[src/rtl/iq_sample_reader.sv]
// iq_sample_reader: reassembles interleaved I/Q words from the sample RAM into pairs for the DSP path
// Ports: dsp_clk/rst (sync, active-high); wr_strobe counts committed writer words;
// read_en/read_addr/read_data drive the synchronous sample RAM (1-cycle read latency);
// inphase_out/quad_out/sample_valid/sample_ready present one pair per handshake;
// overrun is sticky until clear_overrun; fill_level counts unread words (0..DEPTH).
module iq_sample_reader #(
  parameter int DATA_W = 16,
  parameter int ADDR_W = 15,
  parameter int DEPTH  = 1 << ADDR_W
) (
  input  logic              dsp_clk,
  input  logic              rst,
  input  logic              wr_strobe,
  input  logic [DATA_W-1:0] read_data,
  output logic              read_en,
  output logic [ADDR_W:0]   read_addr,
  output logic [DATA_W-1:0] inphase_out,
  output logic [DATA_W-1:0] quad_out,
  output logic              sample_valid,
  input  logic              sample_ready,
  input  logic              clear_overrun,
  output logic              overrun,
  output logic [ADDR_W:0]   fill_level
);
  typedef enum logic [2:0] {IDLE, RD_I, RD_Q, CAP_Q, HOLD} state_t;
  state_t              r_state;
  logic [ADDR_W-1:0]   r_ptr;
  logic [ADDR_W:0]     r_fill;
  logic [ADDR_W:0]     r_addr;
  logic                r_read_en;
  logic                r_valid;
  logic                r_ovr;
  logic [DATA_W-1:0]   r_i;
  logic [DATA_W-1:0]   r_i_out;
  logic [DATA_W-1:0]   r_q_out;
  logic                w_full;
  logic                w_ovf;
  logic                w_avail;
  logic [ADDR_W:0]     w_fill_nxt;
  always_comb begin
    w_full     = r_fill == (ADDR_W+1)'(DEPTH);
    w_ovf      = wr_strobe && !r_read_en && w_full;
    w_avail    = r_fill >= (ADDR_W+1)'(2);
    w_fill_nxt = (wr_strobe && !r_read_en && !w_full) ? r_fill + 1'b1 :
                 (!wr_strobe && r_read_en)            ? r_fill - 1'b1 : r_fill;
  end
  // Outputs are registered on the transition into a state, so read_en/read_addr
  // are valid during the RD_I and RD_Q cycles themselves; rd_ptr is a power-of-two
  // counter, so its natural rollover is the DEPTH-1 -> 0 wrap.
  always_ff @(posedge dsp_clk) begin
    if (rst) begin
      r_state   <= IDLE;
      r_ptr     <= '0;
      r_fill    <= '0;
      r_addr    <= '0;
      r_read_en <= 1'b0;
      r_valid   <= 1'b0;
      r_ovr     <= 1'b0;
      r_i       <= '0;
      r_i_out   <= '0;
      r_q_out   <= '0;
    end else begin
      r_fill <= w_fill_nxt;
      r_ovr  <= w_ovf || (r_ovr && !clear_overrun);
      case (r_state)
        IDLE: if (w_avail && !r_valid) begin
          r_state   <= RD_I;
          r_read_en <= 1'b1;
          r_addr    <= {1'b0, r_ptr};
          r_ptr     <= r_ptr + 1'b1;
        end
        RD_I: begin
          r_state   <= RD_Q;
          r_read_en <= 1'b1;
          r_addr    <= {1'b0, r_ptr};
          r_ptr     <= r_ptr + 1'b1;
        end
        RD_Q: begin
          r_state   <= CAP_Q;
          r_read_en <= 1'b0;
          r_i       <= read_data;
        end
        CAP_Q: begin
          r_state <= HOLD;
          r_i_out <= r_i;
          r_q_out <= read_data;
          r_valid <= 1'b1;
        end
        HOLD: if (sample_ready) begin
          r_valid <= 1'b0;
          if (w_avail) begin
            r_state   <= RD_I;
            r_read_en <= 1'b1;
            r_addr    <= {1'b0, r_ptr};
            r_ptr     <= r_ptr + 1'b1;
          end else
            r_state <= IDLE;
        end
        default: r_state <= IDLE;
      endcase
    end
  end
  assign read_en      = r_read_en;
  assign read_addr    = r_addr;
  assign inphase_out  = r_i_out;
  assign quad_out     = r_q_out;
  assign sample_valid = r_valid;
  assign overrun      = r_ovr;
  assign fill_level   = r_fill;
endmodule

[config.mk]
export PLATFORM = sky130hd
export DESIGN_NAME = iq_sample_reader
export DESIGN_NICKNAME = d
export VERILOG_FILES = /design/src/rtl/iq_sample_reader.sv
export SDC_FILE = /design/constraint.sdc
export NUM_CORES = 1
export LEC_CHECK = 0
export CORE_ASPECT_RATIO = 0.9
export CORE_MARGIN = 8
export CORE_UTILIZATION = 47
export DETAILED_ROUTE_END_ITERATION = 16
export PLACE_DENSITY = 0.81
export SYNTH_ARGS = -nofsm -noshare
export SYNTH_HDL_FRONTEND = slang
export SYNTH_SLANG_ARGS = --single-unit
[constraint.sdc]
create_clock -name dsp_clk -period 3.7 [get_ports dsp_clk]
set_input_delay 0.555 -clock dsp_clk [delete_from_list [all_inputs] [get_ports dsp_clk]]
set_output_delay 0.555 -clock dsp_clk [all_outputs]
set_load 0.1 [all_outputs]
==> PnR_summary.wiki, run 1 <==
{| class="wikitable"
! Metric !! Value
|-
| Final TNS setup || 0 ns
|-
| Post-synthesis area per instance || approximately 8.3 µm²
|-
| Total of hold buffers inserted after clock tree synthesis || 0
|-
| Chip Width || approximately 120 µm
|-
| Minimum clock period after layout || roughly 3.4 ns
|-
| Vias per cell || ~5.4
|-
| Yosys warning total || 0
|-
| Clock Tree Buf Depth || 2
|-
| Endpoint required time on the critical path || ~4 ns
|-
| Worst Reg2Reg Path Length in Cells || 13
|-
| First-pass DRT Iterations || 5
|-
| Internal Pwr Total || roughly 2.4 mW
|-
| Number of clock sinks || 100
|-
| ANT cells || 0
|-
| Startpoint of the most critical hold path || inphase_out[12]$_SDFFE_PP0P_
|-
| Async S/R FF share, synth || 0%
|-
| Grt ovf || 0
|-
| Result of the run || completed
|-
| Clock tree from TritonCTS || yes
|-
| Mean routed wirelength per cell || 15.23 µm
|-
| Layout-stage area growth over the synthesis result || 27.45%
|-
| Port bufs || between 80 and 90
|-
| Effective utilization at floorplan || between 40% and 50%
|-
| Post-route DRC || 0
|-
| HPWL after detailed placement || 8059 µm
|-
| Synth top area cells || sky130_fd_sc_hd__dfxtp_1 45%, sky130_fd_sc_hd__nand2_1 10%, sky130_fd_sc_hd__a21oi_1 7.3%, sky130_fd_sc_hd__ha_1 4.5%, sky130_fd_sc_hd__nor2_1 4.4%
|-
| Portion of total power attributed to sequential cells || between 30% and 40%
|-
| Yosys top cell by area || sky130_fd_sc_hd__dfxtp_1
|-
| Combined area of all synthesized cells || 0.004458 mm²
|-
| Area occupied by registers || around 0.0020 mm²
|-
| DRT Wirelength || between 10000 and 15000 µm
|-
| Post-cts resize count || 0
|-
| Unrepaired setup endpoints after global routing || no
|-
| Capturing element type of the critical path || register
|-
| Number of cells produced by synthesis || 540
|-
| Number of flops mapped to enable cells by yosys || 0
|-
| Kind of path behind the tightest hold check || reg -> reg
|-
| Arrival time at the worst endpoint || 3.71 ns
|-
| Synthesized netlist net count || between 500 and 600
|-
| #FFs+latches synth || 100
|-
| Reg2Reg Setup Slack || ~0.27 ns
|-
| Count of non-filler cells in the finished layout || around 750
|-
| Number of cells traversed by the worst hold path || 2
|-
| Part of the total power dissipated in the clock network || 15.9%
|-
| Worst supply voltage drop on vdd || around 0.00047 V
|-
| Crit path launch type || register
|-
| # H-tree levels || 3
|-
| Launch instance of the worst register-to-register path || fill_level[5]$_SDFFE_PP0P_
|-
| Via count of the first global-routing pass || approximately 3900
|-
| Max Cap Violations || 0
|-
| Worst Setup Path Type || reg -> reg
|-
| Clock tree root driver cell || sky130_fd_sc_hd__clkbuf_8
|-
| Clock transition at path regs || about 0.11 ns
|-
| Placeable core region || ~0.0092 mm²
|-
| Most common cell after layout, fill and taps aside || sky130_fd_sc_hd__nand2_1
|-
| Source-to-sink clock delay at the later pin of the worst-skew pair || 0.38 ns
|-
| Number of antenna violations at the first check in global routing || 0
|-
| Leading register cell type out of synthesis || sky130_fd_sc_hd__dfxtp_1
|-
| Pwr Density || between 800 and 900 mW/mm²
|-
| Die outline area || about 0.013 mm²
|-
| Remaining number of nets flagged by the antenna check after routing || 0
|-
| Number of cells after detailed placement || 727
|-
| Endpoint of the worst register-to-register path || fill_level[12]$_SDFFE_PP0P_
|-
| PnR Total Power || approximately 4.7 mW
|-
| Weighted congestion reported at the end of routability-driven placement || around 0.90
|-
| Vias post-DR || 4018
|-
| Switching share of total power || 48.63%
|-
| Worst Hold Endpoint || inphase_out[12]$_SDFFE_PP0P_
|-
| Maximum number of pins on one net before global-route repair || a little over 70
|-
| Peak Freq || 291.9 MHz
|-
| Total area of multi-input combinational cells || about 0.0023 mm²
|-
| Seq/Total Area, Yosys || 44.91%
|-
| Fin Hold WS || 0.4583 ns
|-
| First-pass GRT wire length || around 19000 µm
|-
| Die Y || ~110 µm
|-
| Std-Cell Rows || 33
|-
| Number of endpoints failing setup at the final stage || 0
|-
| Final hold violation count || 0
|-
| DRT iter0 DRCs || between 200 and 300
|-
| Final Cycle Share || a little over 90%
|-
| Count of cell types in the netlist || 50
|-
| Final net count || 656
|-
| Number of pins exceeding their max-slew limit in the final report || 0
|-
| Worst slew slack as a fraction of its limit || about a quarter
|-
| Total CTS buffers || 9
|-
| Fraction of layout instances using a drive strength above 1 || under 10%
|-
| Switching power total || between 2 and 2.5 mW
|-
| I/O pin count || between 80 and 90
|-
| Share of the synthesized area in the top cell type || about 45%
|-
| Clock skew after layout || 0.01558 ns
|-
| Commonest cells after routing, fill and taps aside || 122 x sky130_fd_sc_hd__nand2_1, 90 x sky130_fd_sc_hd__dfxtp_1, 85 x sky130_fd_sc_hd__clkdlybuf4s50_1
|-
| Largest driver fanout on the critical path || 8
|-
| Static leakage || 2.131 nW
|-
| Gr usage total || between 10% and 20%
|-
| Worst slew pin tran || between 1 and 1.5 ns
|-
| Fill cell count || ~830
|-
| Core Util, Final || between 60% and 70%
|-
| Combinational Power Share || between 50% and 60%
|}
## cells by family (layout without fill, tap and decap cells)
logic type / after synthesis / in the layout / synth area share (%)
buffers and inverters: 40 / 123 / 3.733
and+or+nand+nor: 231 / 231 / 22.85
muxes: 17 / 17 / 3.817
AOI/OAI and AO/OA: 114 / 114 / 15.75
DFF: 100 / 100 / 44.91
xor gates and xnor gates: 20 / 20 / 3.929
other: 1 / 1 / 0.08412
adders and majority gates: 17 / 17 / 4.940
## worst max-delay path: stages (launching register included)
cell and delay (ns):
sky130_fd_sc_hd__dfxtp_2 0.36, sky130_fd_sc_hd__nor4_1 0.40, sky130_fd_sc_hd__nand4_1 0.23, sky130_fd_sc_hd__o21ai_4 0.23
sky130_fd_sc_hd__buf_4 0.19, sky130_fd_sc_hd__inv_1 0.07, sky130_fd_sc_hd__fa_1 0.38, sky130_fd_sc_hd__nor2b_1 0.20
sky130_fd_sc_hd__o211ai_1 0.13, sky130_fd_sc_hd__a31oi_1 0.33, sky130_fd_sc_hd__a41o_1 0.24, sky130_fd_sc_hd__a21oi_1 0.08
sky130_fd_sc_hd__or4_1 0.41, sky130_fd_sc_hd__o211ai_1 0.09
## layer usage
| metal | vias up | track usage, % | wire [µm] |
|---|---|---|---|
| met4 | 0 | 5.771 | 159 |
| met2 | 98 | 28.62 | 5154 |
| li1 | 2009 | - | - |
| met5 | - | 0 | 0 |
| met1 | 1893 | 22.21 | 5310 |
| met3 | 18 | 5.208 | 721 |
## sequential cells by signal (all words and copies together) (netlist names)
| signal | cells |
|---|---|
| fill_level | 16 |
| r_ptr | 15 |
| quad_out | 16 |
| overrun | 1 |
| r_state | 3 |
| sample_valid | 1 |
| read_en | 1 |
| r_i | 16 |
| read_addr | 15 |
| inphase_out | 16 |
## cells in the mapped netlist (2+ instances only)
library cell / n
sky130_fd_sc_hd__xnor2_1: 10
sky130_fd_sc_hd__nand4_1: 6
sky130_fd_sc_hd__inv_1: 11
sky130_fd_sc_hd__xor2_1: 10
sky130_fd_sc_hd__a211oi_1: 7
sky130_fd_sc_hd__and3_1: 4
sky130_fd_sc_hd__a31oi_1: 4
sky130_fd_sc_hd__o21a_1: 4
sky130_fd_sc_hd__buf_2: 4
sky130_fd_sc_hd__ha_1: 16
sky130_fd_sc_hd__and4_1: 2
sky130_fd_sc_hd__o21ai_1: 6
sky130_fd_sc_hd__a21o_1: 4
sky130_fd_sc_hd__or3_1: 5
sky130_fd_sc_hd__nor4b_1: 5
sky130_fd_sc_hd__buf_1: 2
sky130_fd_sc_hd__nor3_1: 10
sky130_fd_sc_hd__nor2_1: 52
sky130_fd_sc_hd__mux2i_1: 17
sky130_fd_sc_hd__nand3_1: 7
sky130_fd_sc_hd__o211ai_1: 4
sky130_fd_sc_hd__clkbuf_1: 21
sky130_fd_sc_hd__nand2_1: 122
sky130_fd_sc_hd__nor4_1: 4
sky130_fd_sc_hd__o21ai_0: 6
sky130_fd_sc_hd__or4_1: 2
sky130_fd_sc_hd__a41oi_1: 2
sky130_fd_sc_hd__dfxtp_1: 100
sky130_fd_sc_hd__o22ai_1: 2
sky130_fd_sc_hd__and3_2: 2
sky130_fd_sc_hd__a21oi_1: 65
sky130_fd_sc_hd__nor2b_1: 6
## through the flow
stage / setup WS, ns / instance area [µm²]
2_1_floorplan: 0.02753 / 4482
3_3_place_gp: 0.1245 / 5438
3_5_place_dp: 0.02398 / 5438
4_1_cts: 0.09433 / 5654
5_1_grt: 0.04009 / 5682
6_report: 0.2747 / 5682
## worst max path at each step
stage / start / endpoint
2_1_floorplan: fill_level[14]$_SDFFE_PP0P_ / fill_level[15]$_SDFFE_PP0P_
3_3_place_gp: wr_strobe / fill_level[15]$_SDFFE_PP0P_
3_5_place_dp: wr_strobe / fill_level[15]$_SDFFE_PP0P_
4_1_cts: fill_level[5]$_SDFFE_PP0P_ / fill_level[12]$_SDFFE_PP0P_
5_1_grt: fill_level[5]$_SDFFE_PP0P_ / fill_level[12]$_SDFFE_PP0P_
6_report: fill_level[5]$_SDFFE_PP0P_ / fill_level[12]$_SDFFE_PP0P_
## layout make-up
class                   instances  share of cell area [%]
clock buffers                   9                   2.180
multi-input cells             400                   40.67
repair buffers                 96                   16.65
flip-flops and latches        100                   35.45
inverters                      11                  0.7267
clock inverters                 7                   1.630
well taps                     122                   2.687
## power groups by stage
stage	Clock [mW]	Combinational (mW)	Sequential, mW
after CTS	0.769	2.51	1.42
after global routing	0.809	2.72	1.45
after floorplan	0	1.28	2.11
after global placement	0	2.46	1.43
after detailed placement	0	2.50	1.44
final	0.749	2.53	1.43
## what timing repair did
item                       in CTS  in global routing
hold endpoints to repair        0                  0
setup endpoints to repair       0                  2
setup buffers                   0                  2
(Power assumes the default switching activity.)
==> inputs of run 2 (changes only) <==
--- a/config.mk
+++ b/config.mk
@@ -10,6 +10,7 @@
 export CORE_UTILIZATION = 47
 export DETAILED_ROUTE_END_ITERATION = 16
 export PLACE_DENSITY = 0.81
+export RECOVER_POWER = 50
 export SYNTH_ARGS = -nofsm -noshare
 export SYNTH_HDL_FRONTEND = slang
 export SYNTH_SLANG_ARGS = --single-unit
==> PnR_summary.wiki, run 2 (synthesis results as in run 1) <==
{| class="wikitable"
! Metric !! Value
|-
| First-pass DRT Iterations || 5
|-
| Gr usage total || roughly 18%
|-
| Post-Layout Inst Area || ~0.0057 mm²
|-
| Layout-stage area growth over the synthesis result || 27.11%
|-
| Peak Freq || 291.3 MHz
|-
| Crit path launch type || register
|-
| Mean routed wirelength per cell || approximately 15 µm
|-
| Worst Reg2Reg Path Length in Cells || 13
|-
| Total of hold buffers inserted after clock tree synthesis || 0
|-
| Clock Tree Buf Depth || 2
|-
| Violations in the final reports || capacitance limit, slew limit
|-
| I/O pin count || just under 90
|-
| ANT cells || 0
|-
| Endpoint required time on the critical path || slightly below 4 ns
|-
| Worst slew slack as a fraction of its limit || -18.72%
|-
| HPWL after detailed placement || slightly above 8000 µm
|-
| Arrival time at the worst endpoint || approximately 3.7 ns
|-
| Maximum number of pins on one net before global-route repair || 71
|-
| Via count of the first global-routing pass || around 4000
|-
| Result of the run || finished with violations
|-
| Clock tree from TritonCTS || yes
|-
| Post-cts resize count || 0
|-
| DRT iter0 DRCs || 284
|-
| Final net count || roughly 660
|-
| Launch instance of the worst register-to-register path || fill_level[5]$_SDFFE_PP0P_
|-
| Final hold violation count || 0
|-
| Core Util, Final || between 60% and 70%
|-
| Reg2Reg Setup Slack || approximately 0.27 ns
|-
| Die Y || between 100 and 150 µm
|-
| Startpoint of the most critical hold path || inphase_out[12]$_SDFFE_PP0P_
|-
| Minimum clock period after layout || 3.433 ns
|-
| Capturing element type of the critical path || register
|-
| Part of the total power dissipated in the clock network || 15.9%
|-
| Vias per cell || roughly 5.4
|-
| Number of clock sinks || 100
|-
| Number of endpoints failing setup at the final stage || 0
|-
| Static leakage || approximately 2.1 nW
|-
| Die outline area || 0.01286 mm²
|-
| Number of cells traversed by the worst hold path || 2
|-
| Number of buffers inserted by post-CTS setup repair || 0
|-
| Port bufs || 86
|-
| Slowest stage delay, CP || 0.41 ns
|-
| CP cell instances || nor4_1 -> nand4_1 -> o21ai_4 -> buf_4 -> inv_1 -> fa_1 -> nor2b_1 -> o211ai_1 -> a31oi_1 -> a41o_1 -> a21oi_1 -> or4_1 -> o211ai_1
|-
| Worst Hold Endpoint || inphase_out[12]$_SDFFE_PP0P_
|-
| Total CTS buffers || 9
|-
| Std-Cell Rows || 33
|-
| Unrepaired setup endpoints after global routing || no
|-
| Vias post-DR || 4046
|-
| Largest driver fanout on the critical path || 8
|-
| DRT Wirelength || between 10000 and 15000 µm
|-
| Effective utilization at floorplan || roughly half
|-
| Source-to-sink clock delay at the later pin of the worst-skew pair || between 0.3 and 0.4 ns
|-
| Max Cap Violations || 2
|-
| Kind of path behind the tightest hold check || reg -> reg
|-
| First-pass GRT wire length || approximately 19000 µm
|-
| Worst slew pin tran || roughly 1.8 ns
|-
| Critical path's slowest cell || sky130_fd_sc_hd__or4_1
|-
| Remaining number of nets flagged by the antenna check after routing || 0
|-
| Worst Setup Path Type || reg -> reg
|-
| Clock tree root driver cell || sky130_fd_sc_hd__clkbuf_8
|-
| Portion of total power attributed to sequential cells || about 30%
|-
| Final Cycle Share || between 90% and 100%
|-
| Post-placement cell area || ~0.0054 mm²
|-
| Internal Pwr Total || 2.415 mW
|-
| Weighted congestion reported at the end of routability-driven placement || 0.8991
|-
| Fraction of layout instances using a drive strength above 1 || between 7 and 8%
|-
| Most common cell after layout, fill and taps aside || sky130_fd_sc_hd__nand2_1
|-
| Grt ovf || 0
|-
| Switching power total || approximately 2.3 mW
|-
| # H-tree levels || 3
|-
| Number of pins exceeding their max-slew limit in the final report || 53
|-
| Commonest cells after routing, fill and taps aside || 122 x sky130_fd_sc_hd__nand2_1, 91 x sky130_fd_sc_hd__dfxtp_1, 82 x sky130_fd_sc_hd__clkdlybuf4s50_1
|-
| Chip Width || ~120 µm
|-
| Critical Path Most Common Cell || sky130_fd_sc_hd__o211ai_1
|-
| Combinational Power Share || a little over half
|-
| Number of antenna violations at the first check in global routing || 0
|-
| Clock transition at path regs || ~0.11 ns
|-
| Worst supply voltage drop on vdd || around 0.00048 V
|-
| Final TNS setup || 0 ns
|-
| Placeable core region || 0.009166 mm²
|-
| Clock skew after layout || approximately 0.016 ns
|-
| Endpoint of the worst register-to-register path || fill_level[12]$_SDFFE_PP0P_
|-
| Switching share of total power || approximately 49%
|-
| Pwr Density || ~830 mW/mm²
|-
| Post-route DRC || 0
|}
## run 2: changes by cell type in the layout (fill, tap and decap cells not counted)
cell,previous run,this run
sky130_fd_sc_hd__buf_4,10,6
sky130_fd_sc_hd__clkbuf_1,0,3
sky130_fd_sc_hd__clkdlybuf4s50_1,85,82
sky130_fd_sc_hd__dlygate4sd3_1,0,3
sky130_fd_sc_hd__clkbuf_2,0,1
sky130_fd_sc_hd__dfxtp_1,90,91
sky130_fd_sc_hd__dfxtp_2,10,9
sky130_fd_sc_hd__o21ai_0,6,7
sky130_fd_sc_hd__o21ai_1,5,4
## run 2: power by group through the flow
stage / logic [mW] / clock network [mW] / registers, mW
after floorplan: 1.28 / 0 / 2.11
after global placement: 2.46 / 0 / 1.43
after detailed placement: 2.50 / 0 / 1.44
after CTS: 2.51 / 0.769 / 1.42
after global routing: 2.72 / 0.809 / 1.45
final: 2.53 / 0.748 / 1.43
## run 2: worst max-delay path, delay by kind of cell (launching register included)
kind | cells | cell delay, ns
AOI/OAI and AO/OA | 6 | 1.10
adders and majority gates | 1 | 0.38
buffers and inverters | 2 | 0.26
DFF | 1 | 0.36
and+or+nand+nor | 4 | 1.23
## run 2: how the worst max path moves through the flow
stage                           startpoint                           to  slack [ns]  cells past startpoint
2_1_floorplan  fill_level[14]$_SDFFE_PP0P_  fill_level[15]$_SDFFE_PP0P_        0.03                     11
3_3_place_gp                     wr_strobe  fill_level[15]$_SDFFE_PP0P_        0.12                     12
3_5_place_dp                     wr_strobe  fill_level[15]$_SDFFE_PP0P_        0.02                     12
4_1_cts         fill_level[5]$_SDFFE_PP0P_  fill_level[12]$_SDFFE_PP0P_        0.09                     13
5_1_grt         fill_level[5]$_SDFFE_PP0P_  fill_level[12]$_SDFFE_PP0P_        0.02                     13
6_report        fill_level[5]$_SDFFE_PP0P_  fill_level[12]$_SDFFE_PP0P_        0.27                     13
## run 2: cell type report
class                      instances  area (µm²)
fill                             830        3500
multi-input combinational        400        2311
sequential                       100        2013
timing repair buffer              96       932.1
tap                              122       152.6
clock buffer                       9       123.9
clock inverter                     7       92.59
inverter                          11       41.29
## run 2: stage by stage
stage / instances / hold WS [ns] / setup WS [ns] / total power [mW]
2_1_floorplan: 540 / 0.4322 / 0.02753 / 3.393
3_3_place_gp: 727 / 0.4365 / 0.1245 / 3.892
6_report: 745 / 0.4582 / 0.2667 / 4.703
3_5_place_dp: 727 / 0.4432 / 0.02398 / 3.943
4_1_cts: 743 / 0.4609 / 0.09433 / 4.699
5_1_grt: 745 / 0.4688 / 0.01565 / 4.976
## run 2: metal layers
layer | track usage (%) | share of wire, %
met3 | 5.208 | 6.6
met1 | 22.21 | 46
met5 | 0 | 0
met4 | 5.771 | 1.4
met2 | 28.62 | 46
